===== src/rtl/mux_pkt_arb_if.sv =====
// Handshake bundle between the 2:1 flit mux inputs, the downstream credit
// return and the packet arbiter that sequences them.
interface mux_pkt_arb_if #(
  parameter int TYPEW = 2,
  parameter int PORTW = 5,
  parameter int CNTW  = 3
);
  logic             ivalid_0;
  logic [TYPEW-1:0] itype_0;
  logic             ivalid_1;
  logic [TYPEW-1:0] itype_1;
  logic             icredit;
  logic [PORTW-1:0] sel;
  logic             iack_0;
  logic             iack_1;
  logic             ovalid;
  logic [CNTW-1:0]  credit;
  logic             busy;
  logic             err;

  // Master sources flits and credit returns; slave is the arbiter.
  modport master (
    output ivalid_0, itype_0, ivalid_1, itype_1, icredit,
    input  sel, iack_0, iack_1, ovalid, credit, busy, err
  );

  modport slave (
    input  ivalid_0, itype_0, ivalid_1, itype_1, icredit,
    output sel, iack_0, iack_1, ovalid, credit, busy, err
  );
endinterface


===== src/rtl/mux_pkt_arb.sv =====
// Packet-level round-robin arbiter for a 2:1 flit mux: locks the output from
// HEAD to TAIL and only forwards while downstream credit is available.
module mux_pkt_arb #(
  parameter int TYPEW   = 2,
  parameter int PORTW   = 5,
  parameter int CREDITS = 4,
  parameter int CNTW    = 3
) (
  input  logic           clk,
  input  logic           rst,
  mux_pkt_arb_if.slave   bus
);

  localparam logic [TYPEW-1:0] T_HEAD     = TYPEW'(1);
  localparam logic [TYPEW-1:0] T_TAIL     = TYPEW'(3);
  localparam logic [CNTW-1:0]  CREDIT_MAX = CNTW'(CREDITS);

  typedef enum logic [1:0] {IDLE, LOCK0, LOCK1} state_t;

  state_t          state, state_next;
  logic            rr_ptr, rr_next;
  logic [CNTW-1:0] credit_q, credit_next;
  logic            err_q, err_next;
  logic [1:0]      grant;
  logic            cand0, cand1, winner, fwd_ok, proto_err, ovalid;

  assign fwd_ok = (credit_q != '0);
  assign cand0  = bus.ivalid_0 && (bus.itype_0 == T_HEAD);
  assign cand1  = bus.ivalid_1 && (bus.itype_1 == T_HEAD);
  assign ovalid = |grant;

  always_comb begin
    state_next = state;
    rr_next    = rr_ptr;
    grant      = 2'b00;
    proto_err  = 1'b0;
    winner     = 1'b0;
    case (state)
      IDLE: begin
        winner = (cand0 && cand1) ? rr_ptr : cand1;
        if ((cand0 || cand1) && fwd_ok) begin
          grant      = winner ? 2'b10 : 2'b01;
          state_next = winner ? LOCK1 : LOCK0;
        end
        if ((bus.ivalid_0 && !cand0) || (bus.ivalid_1 && !cand1))
          proto_err = 1'b1;
      end
      LOCK0: begin
        if (bus.ivalid_0) begin
          if (bus.itype_0 == T_HEAD) begin
            proto_err = 1'b1;
          end else if (fwd_ok) begin
            grant = 2'b01;
            if (bus.itype_0 == T_TAIL) begin
              state_next = IDLE;
              rr_next    = 1'b1;
            end
          end
        end
      end
      LOCK1: begin
        if (bus.ivalid_1) begin
          if (bus.itype_1 == T_HEAD) begin
            proto_err = 1'b1;
          end else if (fwd_ok) begin
            grant = 2'b10;
            if (bus.itype_1 == T_TAIL) begin
              state_next = IDLE;
              rr_next    = 1'b0;
            end
          end
        end
      end
      default: state_next = IDLE;
    endcase
    // Outputs are combinational, so they must be forced quiet while reset is held.
    if (rst) grant = 2'b00;
  end

  // A forward and a returned credit in the same cycle cancel out.
  always_comb begin
    credit_next = credit_q;
    err_next    = err_q | proto_err;
    if (ovalid && !bus.icredit) begin
      credit_next = credit_q - CNTW'(1);
    end else if (bus.icredit && !ovalid) begin
      if (credit_q == CREDIT_MAX) err_next = 1'b1;
      else                        credit_next = credit_q + CNTW'(1);
    end
  end

  always_ff @(posedge clk or posedge rst) begin
    if (rst) begin
      state    <= IDLE;
      rr_ptr   <= 1'b0;
      credit_q <= CREDIT_MAX;
      err_q    <= 1'b0;
    end else begin
      state    <= state_next;
      rr_ptr   <= rr_next;
      credit_q <= credit_next;
      err_q    <= err_next;
    end
  end

  assign bus.sel    = PORTW'(grant);
  assign bus.iack_0 = grant[0];
  assign bus.iack_1 = grant[1];
  assign bus.ovalid = ovalid;
  assign bus.credit = credit_q;
  assign bus.busy   = (state != IDLE);
  assign bus.err    = err_q;

endmodule

===== src/flat_wrapper.sv =====
// flat-port wrapper written by rule: the top's interface ports become plain ports
module mux_pkt_arb_flat 
#(
  parameter int TYPEW   = 2,
  parameter int PORTW   = 5,
  parameter int CREDITS = 4,
  parameter int CNTW    = 3
)
  (clk, rst, bus_ivalid_0, bus_itype_0, bus_ivalid_1, bus_itype_1, bus_icredit, bus_sel, bus_iack_0, bus_iack_1, bus_ovalid, bus_credit, bus_busy, bus_err);
  mux_pkt_arb_if #(.TYPEW(TYPEW), .PORTW(PORTW), .CNTW(CNTW)) bus_i ();
  input  logic clk;
  input  logic rst;
  input wire logic [$bits(bus_i.ivalid_0)-1:0] bus_ivalid_0;
  input wire logic [$bits(bus_i.itype_0)-1:0] bus_itype_0;
  input wire logic [$bits(bus_i.ivalid_1)-1:0] bus_ivalid_1;
  input wire logic [$bits(bus_i.itype_1)-1:0] bus_itype_1;
  input wire logic [$bits(bus_i.icredit)-1:0] bus_icredit;
  output wire logic [$bits(bus_i.sel)-1:0] bus_sel;
  output wire logic [$bits(bus_i.iack_0)-1:0] bus_iack_0;
  output wire logic [$bits(bus_i.iack_1)-1:0] bus_iack_1;
  output wire logic [$bits(bus_i.ovalid)-1:0] bus_ovalid;
  output wire logic [$bits(bus_i.credit)-1:0] bus_credit;
  output wire logic [$bits(bus_i.busy)-1:0] bus_busy;
  output wire logic [$bits(bus_i.err)-1:0] bus_err;
  assign bus_i.ivalid_0 = bus_ivalid_0;
  assign bus_i.itype_0 = bus_itype_0;
  assign bus_i.ivalid_1 = bus_ivalid_1;
  assign bus_i.itype_1 = bus_itype_1;
  assign bus_i.icredit = bus_icredit;
  assign bus_sel = bus_i.sel;
  assign bus_iack_0 = bus_i.iack_0;
  assign bus_iack_1 = bus_i.iack_1;
  assign bus_ovalid = bus_i.ovalid;
  assign bus_credit = bus_i.credit;
  assign bus_busy = bus_i.busy;
  assign bus_err = bus_i.err;
  mux_pkt_arb #(.TYPEW(TYPEW), .PORTW(PORTW), .CREDITS(CREDITS), .CNTW(CNTW)) u_core (.clk(clk), .rst(rst), .bus(bus_i));
endmodule

===== config.mk =====
export PLATFORM = sky130hd
export DESIGN_NAME = mux_pkt_arb_flat
export DESIGN_NICKNAME = d
export VERILOG_FILES = /design/src/rtl/mux_pkt_arb_if.sv /design/src/rtl/mux_pkt_arb.sv /design/src/flat_wrapper.sv
export SDC_FILE = /design/constraint.sdc
export NUM_CORES = 1
export LEC_CHECK = 0
export ABC_AREA = 1
export ABC_CLOCK_PERIOD_IN_PS = 5100
export CELL_PAD_IN_SITES_DETAIL_PLACEMENT = 1
export CELL_PAD_IN_SITES_GLOBAL_PLACEMENT = 1
export CORE_ASPECT_RATIO = 0.9
export CORE_MARGIN = 8
export CORE_UTILIZATION = 34
export CTS_BUF_LIST = sky130_fd_sc_hd__clkbuf_2 sky130_fd_sc_hd__clkbuf_4 sky130_fd_sc_hd__clkbuf_8
export DETAILED_ROUTE_END_ITERATION = 16
export PLACE_DENSITY = 0.85
export SLEW_MARGIN = 20
export SYNTH_ARGS = -nofsm -noshare
export SYNTH_HDL_FRONTEND = slang
export SYNTH_SLANG_ARGS = --single-unit

===== constraint.sdc =====
create_clock -name clk -period 5.1 [get_ports clk]
set_input_delay 1.02 -clock clk [delete_from_list [all_inputs] [get_ports clk]]
set_output_delay 1.02 -clock clk [all_outputs]
set_load 0.02 [all_outputs]

==> results of run 1 <==
cell families after synthesis:
group	Yosys count
xor+xnor	2
simple gates	45
buf+inv	23
flops	7
other cells	1
compound gates	9
fa+ha+maj	3
power by group through the flow:
| stage | combinational, mW | clock (mW) | sequential, mW |
|---|---|---|---|
| floorplan | 0.131 | 0 | 0.122 |
| global placement | 0.215 | 0 | 0.109 |
| detailed placement | 0.221 | 0 | 0.112 |
| CTS | 0.224 | 0.0598 | 0.111 |
| global route | 0.245 | 0.0629 | 0.114 |
| finish | 0.220 | 0.0578 | 0.111 |
worst min-delay path: cells and delay by family (launching register included):
kind | cells | cell delay [ns]
AOI/OAI and AO/OA | 1 | 0.05
DFF | 1 | 0.35
and+or+nand+nor | 1 | 0.06
final cells by class:
type                    instances  area share
multi-input cells              62      0.4344
repair buffers                 18      0.2099
flip-flops and latches          7      0.2055
inverters                      18     0.07872
well taps                      25     0.03644
clock buffers                   4     0.03499
registers in the layout, summed over array words and instances (netlist names):
| name | count |
|---|---|
| u_core.rr_ptr | 1 |
| u_core.bus.credit | 3 |
| u_core.bus.err | 1 |
| u_core.state | 2 |
how the worst max path moves through the flow:
stage | startpoint | to | slack, ns
after floorplan | bus_itype_1[1] | u_core.bus.credit[2]$_DFFE_PP1P_ | 2.13
after global placement | bus_ivalid_1 | bus_ovalid | 1.25
after detailed placement | bus_ivalid_0 | bus_iack_0 | 1.19
after CTS | bus_ivalid_0 | bus_iack_0 | 1.19
after global routing | bus_itype_0[0] | bus_sel[0] | 1.04
final | bus_itype_1[0] | bus_ovalid | 1.19
cell usage in the layout, fill, tap and decap left out:
cell type        instances
nand2_1                 22
clkdlybuf4s50_1         18
inv_1                   16
nand3_1                  7
nor2_1                   6
dfrtp_1                  6
clkbuf_4                 4
conb_1                   3
inv_2                    2
nor2_4                   2
nand2_4                  2
nor2_2                   2
xor2_1                   2
nand4_1                  2
ha_1                     2
o21bai_1                 1
a31oi_2                  1
or2_2                    1
a21boi_0                 1
nand2_2                  1
o21bai_4                 1
o21ai_1                  1
a22oi_1                  1
o21ai_0                  1
o31ai_1                  1
a21oi_1                  1
fa_1                     1
dfstp_2                  1
stage by stage:
step / power, mW / hold WS (ns) / area, um2 / utilization
floorplan: 0.2530 / 0.4515 / 654.4 / -
global placement: 0.3236 / 0.4757 / 828.3 / 0.4458
detailed placement: 0.3327 / 0.4827 / 828.3 / 0.4458
CTS: 0.3949 / 0.4952 / 858.3 / 0.4620
global route: 0.4214 / 0.5219 / 858.3 / 0.4620
finish: 0.3885 / 0.4940 / 858.3 / 0.4620
metal layers:
layer	GRT usage	vias to the layer above	routed length (um)
met1	0.1295	286	776
met2	0.1858	17	844
met5	0	-	0
li1	-	308	-
met4	0.06818	0	46
met3	0.02915	6	84
==> impl_metrics.ini, run 1 <==
[status]
status = finished clean

[power_and_ir_drop]
p_switching_uw = 181.9
cellInternalPower_uw = 206.6
leakage_nw = 0.4468
power.density_nw_per_um2 = 452.6
pwr-share-seq = 0.285
vdd_drop_max_mv = 0.2243
clkPwrFrac = 0.149
switching_share = 0.4681
power_frac_comb = 0.566

[die]
die_area_um2 = 3556
die_h_um = 57.38
initial_core_util = 0.3481
io_pins = 22
core_area_um2 = 1858
rows = 15
die_w_um = 61.98

[worst_hold_path]
whs_endpoint = u_core.rr_ptr$_DFFE_PP0P_
holdCritStartpoint = u_core.rr_ptr$_DFFE_PP0P_
hold_depth = 2
hold_class = register to register

[critical_path]
crit_family = buffers and inverters
crit_chain = clkdlybuf4s50_1 > nand3_1 > inv_1 > nand3_1 > o21bai_4 > nand2_1 > nand2_1 > clkdlybuf4s50_1
critPathMaxStageDelay_ns = 0.61
crit_slowest_cell = clkdlybuf4s50_1
r2r_slack_ns = 2.55
critPathKind = input pin to primary output
cp-end-kind = primary output
r2r_cells = 13
cp-start-kind = input pin
crit_cells = 8
r2r-start = u_core.bus.credit[2]$_DFFE_PP1P_
crit_buf_inv = 3
timing.rr.end = u_core.bus.credit[2]$_DFFE_PP1P_
path_max_fanout = 3
critPathArrivalTime_ns = 2.89
required_ns = 4.08

[place]
dp.cells = 130
dp_hpwl_um = 1493
port_buffers = 18
gp_congestion = 0.7974
preCtsSetupSlack_ns = 1.190

[yosys]
synthXorXnorAreaFrac = 0.02708
yosys_warnings = 0
synthMostInstantiatedCell = nand2_1
synth_area_per_cell_um2 = 7.187
synth_area_leader_cell = dfrtp_1
synth_area_um2 = 646.9
synth-seq-cells = 7
postSynthCellCount = 90
synth_top_area_share = 0.2321
synthFlopType = dfrtp_1
synth_common_cells = nand2_1 (22), inv_1 (16), nand3_1 (7)
synth-edff-count = 0
seq_area_frac_synth = 0.2727
yosys.area_share.adder = 0.06963
synth.area.mux_share = 0
synth_compound_area_frac = 0.1180
synth_top_family_by_area = simple AND/OR/NAND/NOR gates
yosysUniqueCellTypes = 27
synthSimpleGateAreaFrac = 0.3443
ys_top_cells_by_area = dfrtp_1 (23%), nand2_1 (13%), inv_1 (9.3%)
async_flop_share = 1.000

[grt]
grtUsageTotal = 0.1150
first_global_vias = 691
grt_antenna_before_repair = 0
grt_overflow = 0
grt_max_degree = 11
grt_pass1_wl_um = 3084

[layout]
diodes = 0
seq_area_um2 = 176.4
area_delta_synth_final_pct = 32.69
nNetsFinal = 122
drive_above_1_share = 0.1560
final_cells = 134
fillers = 239
multi_input_area_um2 = 372.9

[drt]
vias = 617
drtIter0Drc = 7
first_pass_iters = 4
routedWlPerCell_um = 13.07
ant_nets = 0
drc = 0
drt-vias-per-instance = 4.604
wl_um = 1752

[clock_tree]
cts_resized = 0
clk_pin_slew_worst_paths_ns = 0.05
cts_max_path_buffers = 2
htree_levels = 1
insertion_delay_ns = 0.26
cts_tree = done
cts_hold_buf = 0
cts_buffers = 3
clock-sinks = 7
postCtsSetupRepairBufs = 0
cts_root_buf = clkbuf_4

[sta]
hold_viol_final = 0
finalWorstSetupSlack_ns = 1.191
skew_ns = 0.003872
period_share = 0.7665
min_period_ns = 3.909
drv_slew = 0
clock.fmax_ghz = 0.2558
setup_tns_ns = 0
rsz0062_at_grt = false
setup_viol = 0

[run]
max_cap_viol_count = 0
No activity file was read; power rests on OpenSTA's default activity.
==> run 2: changes to the inputs <==
--- a/config.mk
+++ b/config.mk
@@ -6,15 +6,15 @@
 export NUM_CORES = 1
 export LEC_CHECK = 0
 export ABC_AREA = 1
-export ABC_CLOCK_PERIOD_IN_PS = 5100
+export ABC_CLOCK_PERIOD_IN_PS = 3300
 export CELL_PAD_IN_SITES_DETAIL_PLACEMENT = 1
 export CELL_PAD_IN_SITES_GLOBAL_PLACEMENT = 1
 export CORE_ASPECT_RATIO = 0.9
 export CORE_MARGIN = 8
-export CORE_UTILIZATION = 34
+export CORE_UTILIZATION = 29
 export CTS_BUF_LIST = sky130_fd_sc_hd__clkbuf_2 sky130_fd_sc_hd__clkbuf_4 sky130_fd_sc_hd__clkbuf_8
 export DETAILED_ROUTE_END_ITERATION = 16
-export PLACE_DENSITY = 0.85
+export PLACE_DENSITY = 0.77
 export SLEW_MARGIN = 20
 export SYNTH_ARGS = -nofsm -noshare
 export SYNTH_HDL_FRONTEND = slang
==> constraint.sdc (replaced) <==
create_clock -name clk -period 3.3 [get_ports clk]
set_input_delay 0.66 -clock clk [delete_from_list [all_inputs] [get_ports clk]]
set_output_delay 0.66 -clock clk [all_outputs]
set_load 0.02 [all_outputs]
==> run 2 against run 1 <==
  * Clock skew fell by 0.0012 ns
  * Non-clock buffer count rose by 1
  * Final cell count rose by 2.2%
  * Die area rose by 12%
  * Sequential share of layout area fell by 0.30 points
  * Register-to-register slack got worse by 1.8 ns
  * First-iteration DRC count rose by 86%
  * Setup slack got worse by 1.0 ns
  * Clock power rose by 50%
  * Power rose by 54%
  * Sequential power rose by 54%
  * Routed wire length rose by 4.1%
  * Largest power group unchanged
==> impl_metrics.ini, run 2 (same netlist as run 1, synthesis figures left out) <==
[grt]
grt_pass1_wl_um = 3125
grtUsageTotal = 0.1010
first_global_vias = 696
grt_max_degree = 9
grt_overflow = 0
grt_antenna_before_repair = 0

[drt]
drtIter0Drc = 13
vias = 619
routedWlPerCell_um = 13.31
first_pass_iters = 3
wl_um = 1824
ant_nets = 0
drt-vias-per-instance = 4.518
drc = 0

[clock_tree]
insertion_delay_ns = 0.25
cts_hold_buf = 0
clock-sinks = 7
cts_root_buf = clkbuf_4
cts_max_path_buffers = 2
cts_tree = done
cts_buffers = 3
postCtsSetupRepairBufs = 0
clk_pin_slew_worst_paths_ns = 0.05
htree_levels = 1

[die]
rows = 16
die_h_um = 60.81
die_area_um2 = 4000
core_area_um2 = 2142
io_pins = 22
initial_core_util = 0.3020
die_w_um = 65.79

[place]
dp_hpwl_um = 1527
dp.cells = 133
port_buffers = 18
gp_congestion = 0.9029

[layout]
largest_reg_flops = 3
final_cells = 137
area_delta_synth_final_pct = 34.62
nNetsFinal = 123
final_common_cell = nand2_1
layout_common_cells = nand2_1 (22), clkdlybuf4s50_1 (17), inv_1 (16), nand3_1 (7)
drive_above_1_share = 0.1636
fillers = 278
diodes = 0

[sta]
clock.fmax_ghz = 0.3183
drv_slew = 0
rsz0062_at_grt = false
setup_tns_ns = 0
setup_viol = 0
hold_viol_final = 0
period_share = 0.9520
min_period_ns = 3.142
skew_ns = 0.002694

[power_and_ir_drop]
power.density_nw_per_um2 = 687.0
vdd_drop_max_mv = 0.3931
leakage_nw = 0.4680

[critical_path]
cp-end-kind = primary output
critPathArrivalTime_ns = 2.48
cp-start-kind = input pin
critPathKind = input pin to primary output
path_max_fanout = 3
required_ns = 2.64

[status]
status = finished clean

[worst_hold_path]
hold_class = register to register

[run]
max_cap_viol_count = 0
[run 2: cell count changes in the layout (fill, tap and decap cells not counted)]
cell             delta
buf_4               +1
clkdlybuf4s50_1     -1
dlymetal6s2s_1      +1
[run 2: per-stage QoR]
stage / setup slack, ns / hold WS [ns] / power (mW) / instance area (um2) / util
after CTS: 0.09290 / 0.5338 / 0.6083 / 868.3 / 0.4054
final: 0.1584 / 0.5280 / 0.5982 / 870.8 / 0.4065
after detailed placement: 0.1131 / 0.5134 / 0.5180 / 838.3 / 0.3914
after floorplan: 0.6887 / 0.4515 / 0.3910 / 654.4 / -
after global routing: 0.001750 / 0.5591 / 0.6539 / 870.8 / 0.4065
after global placement: 0.1633 / 0.4897 / 0.5026 / 838.3 / 0.3914
[run 2: worst max-delay path, cell delays in order]
cell and delay (ns):
clkdlybuf4s50_1 0.49, nand2_1 0.08, nor2_1 0.13, nand2_1 0.10, nand2_1 0.07, nand3_1 0.09
nand2_1 0.10, nand2_1 0.08, inv_1 0.07, clkdlybuf4s50_1 0.60
[run 2: final timing paths]
path                                             startpoint                                to  slack, ns  depth (start not counted)
setup / recovery                               bus_ivalid_0                        bus_sel[0]       0.16                         10
hold / removal                    u_core.rr_ptr$_DFFE_PP0P_         u_core.rr_ptr$_DFFE_PP0P_       0.53                          2
setup reg to reg           u_core.bus.credit[2]$_DFFE_PP1P_  u_core.bus.credit[2]$_DFFE_PP1P_       0.79                         14
hold reg to reg                   u_core.rr_ptr$_DFFE_PP0P_         u_core.rr_ptr$_DFFE_PP0P_       0.53                          2
max in group asynchronous                               rst  u_core.bus.credit[2]$_DFFE_PP1P_       2.35                          3
min in group asynchronous                               rst       u_core.state[0]$_DFFE_PP0P_       0.75                          3
[run 2: report_power, final]
part           switching (mW)  internal, mW  total (mW)
Combinational           0.203         0.138       0.341
Clock                  0.0325        0.0544      0.0869
Sequential             0.0450         0.126       0.171
Total                   0.280         0.318       0.598
[run 2: cell type report]
class	instances	area, um2	area share
multi-input combinational	62	372.9	0.4282
timing repair buffer	19	190.2	0.2184
sequential	7	176.4	0.2026
inverter	18	67.56	0.07759
tap	27	33.78	0.03879
clock buffer	4	30.03	0.03448
[run 2: timing repair]
action	4_1_cts	5_1_grt
endpoints found under the hold margin	0	0
resized for setup	0	1
endpoints found under the setup margin	0	1
[run 2: routing by layer]
metal,part of all wire,routed length [um],track usage,vias up
met5,0,0,0,-
met4,0.0088,16,0.03727,0
met3,0.065,119,0.03506,2
met2,0.52,949,0.1903,15
met1,0.40,738,0.1002,292
li1,-,-,-,310
==> run 3: changes to the inputs <==
--- a/config.mk
+++ b/config.mk
@@ -10,7 +10,7 @@
 export CELL_PAD_IN_SITES_DETAIL_PLACEMENT = 1
 export CELL_PAD_IN_SITES_GLOBAL_PLACEMENT = 1
 export CORE_ASPECT_RATIO = 0.9
-export CORE_MARGIN = 8
+export CORE_MARGIN = 3
 export CORE_UTILIZATION = 29
 export CTS_BUF_LIST = sky130_fd_sc_hd__clkbuf_2 sky130_fd_sc_hd__clkbuf_4 sky130_fd_sc_hd__clkbuf_8
 export DETAILED_ROUTE_END_ITERATION = 16
==> run 3 against run 2 <==
  * Fmax is essentially flat
  * Cell area unchanged
  * Global-route usage is 1.4 points higher
  * Routed wire length fell by 19%
  * Count of clock-buffer cells in the layout is 1 lower
  * Sequential cell count unchanged
  * Setup slack got worse by 0.0023 ns
  * Largest cell class unchanged
  * Utilization grew 2.7 points
  * Hold slack got worse by 0.046 ns
  * Critical path depth decreased by 2
==> impl_metrics.ini, run 3 (same netlist as run 1, synthesis figures left out) <==
[place]
preCtsSetupSlack_ns = 0.1367
dp_hpwl_um = 1329
gp_congestion = 0.8084
dp.cells = 131
port_buffers = 18

[grt]
grtUsageTotal = 0.1147
grt_antenna_before_repair = 0
first_global_vias = 584
grt_max_degree = 9
grt_pass1_wl_um = 2484
grt_overflow = 0

[clock_tree]
cts_root_buf = clkbuf_4
cts_max_path_buffers = 2
cts_tree = done
cts_buffers = 3
clock-sinks = 7
htree_levels = 1
clk_pin_slew_worst_paths_ns = 0.06
insertion_delay_ns = 0.26

[critical_path]
required_ns = 2.64
critPathKind = input pin to primary output
crit_slowest_cell = clkdlybuf4s50_1
cp-end-kind = primary output
crit_family = buffers and inverters
crit_buf_inv = 4
critPathMaxStageDelay_ns = 0.60
cp-start-kind = input pin
path_max_fanout = 3
crit_chain = clkdlybuf4s50_1 > nand3_1 > inv_1 > nand3_1 > o21bai_4 > nand2_1 > inv_1 > clkdlybuf4s50_1
critPathArrivalTime_ns = 2.48

[sta]
min_period_ns = 3.144
finalWorstSetupSlack_ns = 0.1562
rsz0062_at_grt = false
skew_ns = 0.006691
hold_viol_final = 0
period_share = 0.9527
drv_slew = 0
setup_tns_ns = 0
setup_viol = 0
clock.fmax_ghz = 0.3181

[die]
die_w_um = 55.79
die_h_um = 50.81
core_area_um2 = 2008
io_pins = 22
die_area_um2 = 2834
rows = 15
initial_core_util = 0.3221

[drt]
ant_nets = 0
drc = 0
first_pass_iters = 4
vias = 607
drt-vias-per-instance = 4.496
wl_um = 1483
routedWlPerCell_um = 10.99
drtIter0Drc = 12

[power_and_ir_drop]
switching_share = 0.4723
power_frac_comb = 0.566
vdd_drop_max_mv = 0.4204
cellInternalPower_uw = 307.1
pwr-share-seq = 0.292
power.density_nw_per_um2 = 668.2
leakage_nw = 0.5004
p_switching_uw = 274.9
finalPower_uw = 581.9
clkPwrFrac = 0.142

[layout]
fillers = 253
area_delta_synth_final_pct = 34.62
drive_above_1_share = 0.1636
layout_common_cells = nand2_1 (22), inv_1 (16), clkdlybuf4s50_1 (15), nand3_1 (7)
final_common_cell = nand2_1
diodes = 0
seq_area_um2 = 176.4
largest_reg_flops = 3
multi_input_area_um2 = 372.9
nNetsFinal = 123
final_cells = 135

[worst_hold_path]
hold_class = register to register

[status]
status = finished clean

[run]
max_cap_viol_count = 0
[run 3: power groups by stage]
| stage | Combinational (mW) | Sequential, mW | Clock, mW |
|---|---|---|---|
| floorplan | 0.203 | 0.188 | 0 |
| global placement | 0.331 | 0.169 | 0 |
| detailed placement | 0.336 | 0.171 | 0 |
| CTS | 0.336 | 0.170 | 0.0859 |
| global route | 0.370 | 0.177 | 0.0919 |
| finish | 0.329 | 0.170 | 0.0828 |
[run 3: worst paths after layout]
path / startpoint / to / slack (ns) / cells after the start
max: bus_itype_1[0] / bus_iack_1 / 0.16 / 8
min: u_core.rr_ptr$_DFFE_PP0P_ / u_core.rr_ptr$_DFFE_PP0P_ / 0.48 / 2
max reg2reg: u_core.bus.credit[2]$_DFFE_PP1P_ / u_core.bus.credit[2]$_DFFE_PP1P_ / 0.83 / 14
min reg2reg: u_core.rr_ptr$_DFFE_PP0P_ / u_core.rr_ptr$_DFFE_PP0P_ / 0.48 / 2
max in group asynchronous: rst / u_core.bus.credit[2]$_DFFE_PP1P_ / 2.36 / 3
min in group asynchronous: rst / u_core.state[0]$_DFFE_PP0P_ / 0.73 / 3
[run 3: per-stage QoR]
stage / hold WS, ns / util / instance area, um2
2_1_floorplan: 0.4515 / - / 654.4
3_3_place_gp: 0.4713 / 0.4162 / 835.8
3_5_place_dp: 0.4696 / 0.4162 / 835.8
4_1_cts: 0.4847 / 0.4299 / 863.3
5_1_grt: 0.5116 / 0.4336 / 870.8
6_report: 0.4815 / 0.4336 / 870.8
[run 3: final cells by class]
type | count | area share
multi-input cells | 62 | 0.4282
inverters | 18 | 0.07759
clock buffers | 3 | 0.02586
well taps | 25 | 0.03592
flip-flops and latches | 7 | 0.2026
clock inverters | 1 | 0.005747
repair buffers | 19 | 0.2241
[run 3: tightest hold or removal path, stage by stage (launching register included)]
cell and delay (ns):
dfrtp_1 0.34, nand2_1 0.05, o31ai_1 0.05
[run 3: what timing repair did]
| action | in CTS | in global routing |
|---|---|---|
| endpoints found under the setup margin | 0 | 3 |
| buffers inserted | 0 | 0 |
| hold buffers | 0 | 0 |
| hold endpoints to repair | 0 | 0 |
| gates resized for setup | 0 | 3 |
[run 3: routing by layer]
metal  wire length (um)  up-vias  track usage
met5                  0        -            0
met4                  0        0      0.03644
met3                 81        0      0.04627
met2                694       17       0.1732
met1                708      281       0.1486
li1                   -      309            -
